<file path="config.mk">
export PLATFORM = sky130hd
export DESIGN_NAME = sntc_ldpc_cword_serializer
export DESIGN_NICKNAME = d
export VERILOG_FILES = /design/src/rtl/sntc_ldpc_pkg.sv /design/src/rtl/sntc_ldpc_sat_counter.sv /design/src/rtl/sntc_ldpc_cword_serializer.sv
export SDC_FILE = /design/constraint.sdc
export NUM_CORES = 1
export LEC_CHECK = 0
export ABC_AREA = 1
export ABC_CLOCK_PERIOD_IN_PS = 7100
export CORE_MARGIN = 3
export CORE_UTILIZATION = 55
export CTS_CLUSTER_DIAMETER = 60
export DETAILED_ROUTE_END_ITERATION = 8
export GPL_ROUTABILITY_DRIVEN = 0
export GPL_TIMING_DRIVEN = 0
export PLACE_DENSITY = 0.8
export SLEW_MARGIN = 20
export SYNTH_ARGS = -nofsm -noshare
export SYNTH_HDL_FRONTEND = slang
export SYNTH_SLANG_ARGS = --single-unit
</file>
<file path="constraint.sdc">
create_clock -name clk -period 7.1 [get_ports clk]
set_input_delay 1.42 -clock clk [delete_from_list [all_inputs] [get_ports clk]]
set_output_delay 1.42 -clock clk [all_outputs]
set_load 0.02 [all_outputs]
</file>
<file path="src/rtl/sntc_ldpc_pkg.sv">
// Shared definitions for the LDPC codeword path: code geometry defaults,
// beat-count helper and the serializer state encoding.
package sntc_ldpc_pkg;

    // Codeword length, parity length of the rate-1/2 code, and line-side beat width
    localparam int NN_DEF = 'h000d0;
    localparam int MM_DEF = 104;
    localparam int W_DEF  = 16;

    // Number of W-bit beats needed to carry an nn-bit codeword
    function automatic int nbeats(input int nn, input int w);
        return (nn + w - 1) / w;
    endfunction

    typedef enum logic {
        IDLE = 1'b0,
        SEND = 1'b1
    } state_t;

endpackage

</file>
<file path="src/rtl/sntc_ldpc_sat_counter.sv">
// Saturating up-counter with synchronous clear; sticks at all-ones.
module sntc_ldpc_sat_counter #(
    parameter int WIDTH = 16
) (
    input  logic             clk,
    input  logic             rstn,
    input  logic             clr,
    input  logic             inc,
    output logic [WIDTH-1:0] count
);

    // Count up on inc until all-ones; clear wins over increment
    always_ff @(posedge clk or negedge rstn) begin
        if (!rstn) begin
            count <= '0;
        end else if (clr) begin
            count <= '0;
        end else if (inc && (count != '1)) begin
            count <= count + WIDTH'(1);
        end
    end

endmodule

</file>
<file path="src/rtl/sntc_ldpc_cword_serializer.sv">
// Codeword serializer: takes a full codeword through a one-entry hold
// buffer and streams it LSB-first as W-bit beats with valid/ready/last.
// The hold buffer is refilled while the previous codeword is still being
// sent, so back-to-back codewords stream without bubbles.
module sntc_ldpc_cword_serializer
    import sntc_ldpc_pkg::*;
#(
    parameter int NN    = NN_DEF,
    parameter int W     = W_DEF,
    parameter int CNT_W = 16
) (
    input  logic             clk,
    input  logic             rstn,
    input  logic             clr,
    input  logic [NN-1:0]    cw_in,
    input  logic             cw_ok,
    input  logic             in_valid,
    output logic             in_ready,
    output logic [W-1:0]     out_data,
    output logic             out_valid,
    input  logic             out_ready,
    output logic             out_last,
    output logic             out_bad,
    output logic [CNT_W-1:0] err_cnt
);

    localparam int NBEATS = nbeats(NN, W);
    localparam int SR_W   = NBEATS * W;
    localparam int BC_W   = (NBEATS > 1) ? $clog2(NBEATS) : 1;
    localparam logic [BC_W-1:0] LAST_BEAT = BC_W'(NBEATS - 1);

    state_t          state;
    logic            hold_full;
    logic            hold_ok;
    logic [SR_W-1:0] hold_data;
    logic [SR_W-1:0] shift_reg;
    logic            bad_r;
    logic [BC_W-1:0] beat_cnt;

    logic accept;
    logic fire;
    logic is_last;
    logic drain;

    // in_ready comes straight from the hold-full flop, so out_ready never
    // reaches it combinationally
    assign in_ready  = !hold_full;
    assign accept    = in_valid && !hold_full;
    assign fire      = (state == SEND) && out_ready;
    assign is_last   = (beat_cnt == LAST_BEAT);
    assign drain     = hold_full && ((state == IDLE) || (fire && is_last));

    assign out_valid = (state == SEND);
    assign out_data  = shift_reg[W-1:0];
    assign out_last  = (state == SEND) && is_last;
    assign out_bad   = (state == SEND) && bad_r;

    // Hold-buffer occupancy: set on accept, cleared when moved into the shifter
    always_ff @(posedge clk or negedge rstn) begin
        if (!rstn) begin
            hold_full <= 1'b0;
        end else if (clr) begin
            hold_full <= 1'b0;
        end else if (accept) begin
            hold_full <= 1'b1;
        end else if (drain) begin
            hold_full <= 1'b0;
        end
    end

    // Hold-buffer payload; zero-extended so a short final beat is padded
    always_ff @(posedge clk) begin
        if (accept) begin
            hold_data <= SR_W'(cw_in);
            hold_ok   <= cw_ok;
        end
    end

    // Serializer FSM: load from hold, shift one beat per accepted transfer,
    // reload directly on the last beat when another codeword is waiting
    always_ff @(posedge clk or negedge rstn) begin
        if (!rstn) begin
            state     <= IDLE;
            shift_reg <= '0;
            bad_r     <= 1'b0;
            beat_cnt  <= '0;
        end else if (clr) begin
            state     <= IDLE;
            shift_reg <= '0;
            bad_r     <= 1'b0;
            beat_cnt  <= '0;
        end else begin
            case (state)
                IDLE: begin
                    if (hold_full) begin
                        shift_reg <= hold_data;
                        bad_r     <= hold_ok ? 1'b0 : 1'b1;
                        beat_cnt  <= '0;
                        state     <= SEND;
                    end
                end
                SEND: begin
                    if (out_ready) begin
                        if (!is_last) begin
                            shift_reg <= shift_reg >> W;
                            beat_cnt  <= beat_cnt + BC_W'(1);
                        end else if (hold_full) begin
                            shift_reg <= hold_data;
                            bad_r     <= hold_ok ? 1'b0 : 1'b1;
                            beat_cnt  <= '0;
                        end else begin
                            state <= IDLE;
                        end
                    end
                end
                default: state <= IDLE;
            endcase
        end
    end

    sntc_ldpc_sat_counter #(
        .WIDTH (CNT_W)
    ) u_err_cnt (
        .clk   (clk),
        .rstn  (rstn),
        .clr   (clr),
        .inc   (accept && !cw_ok),
        .count (err_cnt)
    );

endmodule

</file>
==> impl_metrics.json <==
{
  "outcome": "finished, final reports clean",
  "antenna_found_initial": 6,
  "rows": 65,
  "yosysMostFrequentCell": "nand2_1",
  "routedWlPerCell_um": 17.0,
  "synth-edff-count": 209,
  "timing.fmax_mhz": 281,
  "grt-ovfl-total": 0,
  "worst-path-buf-inv": 2,
  "hp-class": "reg2reg",
  "reg2regPathDepth": 4,
  "reg2reg_from": "hold_full",
  "area_delta_synth_final_pct": 25.8,
  "cts_hold_buf": 0,
  "dp_hpwl_um": 30200,
  "numCtsBuffers": 45,
  "crit_family": "buffers and inverters",
  "clockBufferDepth": 3,
  "use_met1": 0.335,
  "cts.sinks": 440,
  "grt_pass1_wl_um": 69800,
  "fin_crit_sh": 0.502,
  "drc": 0,
  "die_area_um2": 35000,
  "cp_max_fo": 3,
  "cp.depth": 5,
  "nNetsFinal": 2271,
  "drt-pass1-iter-count": 6,
  "power_density_nw_per_um2": 263,
  "synth_common_cells": "nand2_1, dfrtp_1, inv_1",
  "die_w_um": 187,
  "worstSetupPathType": "reg2out",
  "worst_path_max_delay_cell": "clkdlybuf4s50_1",
  "floorplan.initialDensity": 0.565,
  "ant_nets": 0,
  "synth_top_cell_by_area": "edfxtp_1",
  "drv_cap": 0,
  "cts_tree": "built",
  "leakage_nw": 9.02,
  "synth.area.top_cells": "edfxtp_1, dfrtp_1, nand2_1, o21ai_0, o21ai_1",
  "port_buffers": 249,
  "synth_seq_cells": 440,
  "drt_iter0_markers": 1388,
  "ys_seq_area_frac": 0.668,
  "met3_usage": 0.0382,
  "num_vias": 13500,
  "postSynth.asyncResetShare": 0.525,
  "fin_tns_setup_ns": 0,
  "setup_viol": 0,
  "skew_ns": 0.0178,
  "grt_use_met2": 0.415,
  "ys_warn_count": 0,
  "grt.total_usage": 0.247,
  "finalNonFillerCells": 2530,
  "worstPathCellList": "inv_1 -> ha_1 -> nand3_2 -> nor2_1 -> clkdlybuf4s50_1",
  "worst_slack_ns": 3.54,
  "grt_pass1_vias": 13600,
  "ios": 250,
  "finalHoldViolCount": 0,
  "drive_gt1_frac": 0.0827,
  "finalPower_w": 0.00597,
  "grt_busiest_layer": "met2",
  "fin_crit_ns": 3.56,
  "worst-slew-pin-transition_ns": 0.720,
  "synth_nets": 1972,
  "drv_slew": 0,
  "synth_area_per_cell_um2": 10.3,
  "cts_resized": 0,
  "yosysUniqueCellTypes": 33,
  "synth_ff_type": "dfrtp_1",
  "multi_input_area_um2": 4470,
  "clock-root-buffer": "clkbuf_16",
  "post_cts_buffers": 0,
  "insertion_delay_ns": 0.55,
  "endpoint": "out_last",
  "fillerInstances": 2186,
  "regArea_um2": 12100,
  "cp.required_ns": 5.68,
  "arrival_ns": 2.14,
  "syn-instance-count": 1755,
  "reg2reg_slack_ns": 4.87,
  "rsz0062_at_grt": "no",
  "htree_num_levels": 2,
  "crit_start": "beat_cnt[0]",
  "maxSlewHeadroom": 0.520,
  "dp.cells": 2442,
  "end_kind": "output pin",
  "grt_max_degree": 110,
  "die_y_um": 187,
  "synth_area_um2": 18000,
  "place_ws_ns": 3.51,
  "routed_wirelength_um": 43100,
  "r2r_end": "hold_data[121]",
  "synth_top_area_frac": 0.348,
  "path_clk_slew_ns": 0.06,
  "vias_per_cell": 5.32,
  "coreArea_um2": 32000,
  "startpoint_type": "register",
  "peakVddDrop_mv": 0.230,
  "max_stage_delay_ns": 0.64
}
[through the flow]
stage | utilization | cell area (um2) | hold slack (ns)
finish | 0.710 | 22700 | 0.462
global route | 0.710 | 22700 | 0.487
CTS | 0.710 | 22700 | 0.475
detailed placement | 0.663 | 21200 | 0.470
global placement | 0.660 | 21100 | 0.438
floorplan | - | 18000 | 0.422
[how the worst min path moves through the flow]
stage | startpoint | endpoint | cells past startpoint
after global placement | hold_ok | bad_r | 1
after CTS | hold_ok | bad_r | 1
after global routing | hold_ok | bad_r | 1
final | hold_ok | bad_r | 1
after floorplan | hold_ok | bad_r | 1
after detailed placement | hold_ok | bad_r | 1
[power by group]
group	switching [W]	internal [W]
logic	0.000406	0.000259
registers	0.0000601	0.00286
clock network	0.000950	0.00143
total	0.00142	0.00455
[area by class of cell]
type | instances | share of cell area
Timing Repair Buffer | 252 | 0.114
Clock inverter | 18 | 0.00865
Sequential cell | 440 | 0.531
Buffer | 109 | 0.0303
Antenna cell | 4 | 0.000441
Clock buffer | 66 | 0.0580
Tap cell | 435 | 0.0240
Multi-Input combinational cell | 985 | 0.197
Inverter | 221 | 0.0369
[cell usage in the layout (no fill, tap or decap), drive strengths merged, types with 9 or more instances in the layout]
| master | Yosys | final |
|---|---|---|
| a211oi | 17 | 17 |
| inv | 221 | 223 |
| buf | 79 | 83 |
| clkdlybuf4s50 | 0 | 248 |
| clkbuf | 30 | 96 |
| nand3 | 28 | 28 |
| clkinv | 0 | 9 |
| o21ai | 377 | 377 |
| nor2 | 47 | 47 |
| nand2 | 479 | 479 |
| dfrtp | 231 | 231 |
| nand4 | 15 | 15 |
| edfxtp | 209 | 209 |
[cell families after synthesis]
| group | after synthesis | share of synthesized area |
|---|---|---|
| compound gates | 403 | 0.115 |
| xor+xnor | 4 | 0.00194 |
| fa+ha+maj | 3 | 0.00208 |
| buf+inv | 330 | 0.0840 |
| flops | 440 | 0.668 |
| simple gates | 575 | 0.128 |
[layer usage]
metal	up-vias	wire [um]
met2	566	21500
met4	4	1210
met3	103	2950
li1	6325	-
met5	-	30
met1	6473	17400
[worst register-to-register path, cell delays in order (launching register included)]
cell and delay, ns:
dfrtp_1 0.43, inv_2 0.16, nand2_1 0.18, inv_8 0.52
buf_16 0.44
No activity file was read; power rests on OpenSTA's default activity.
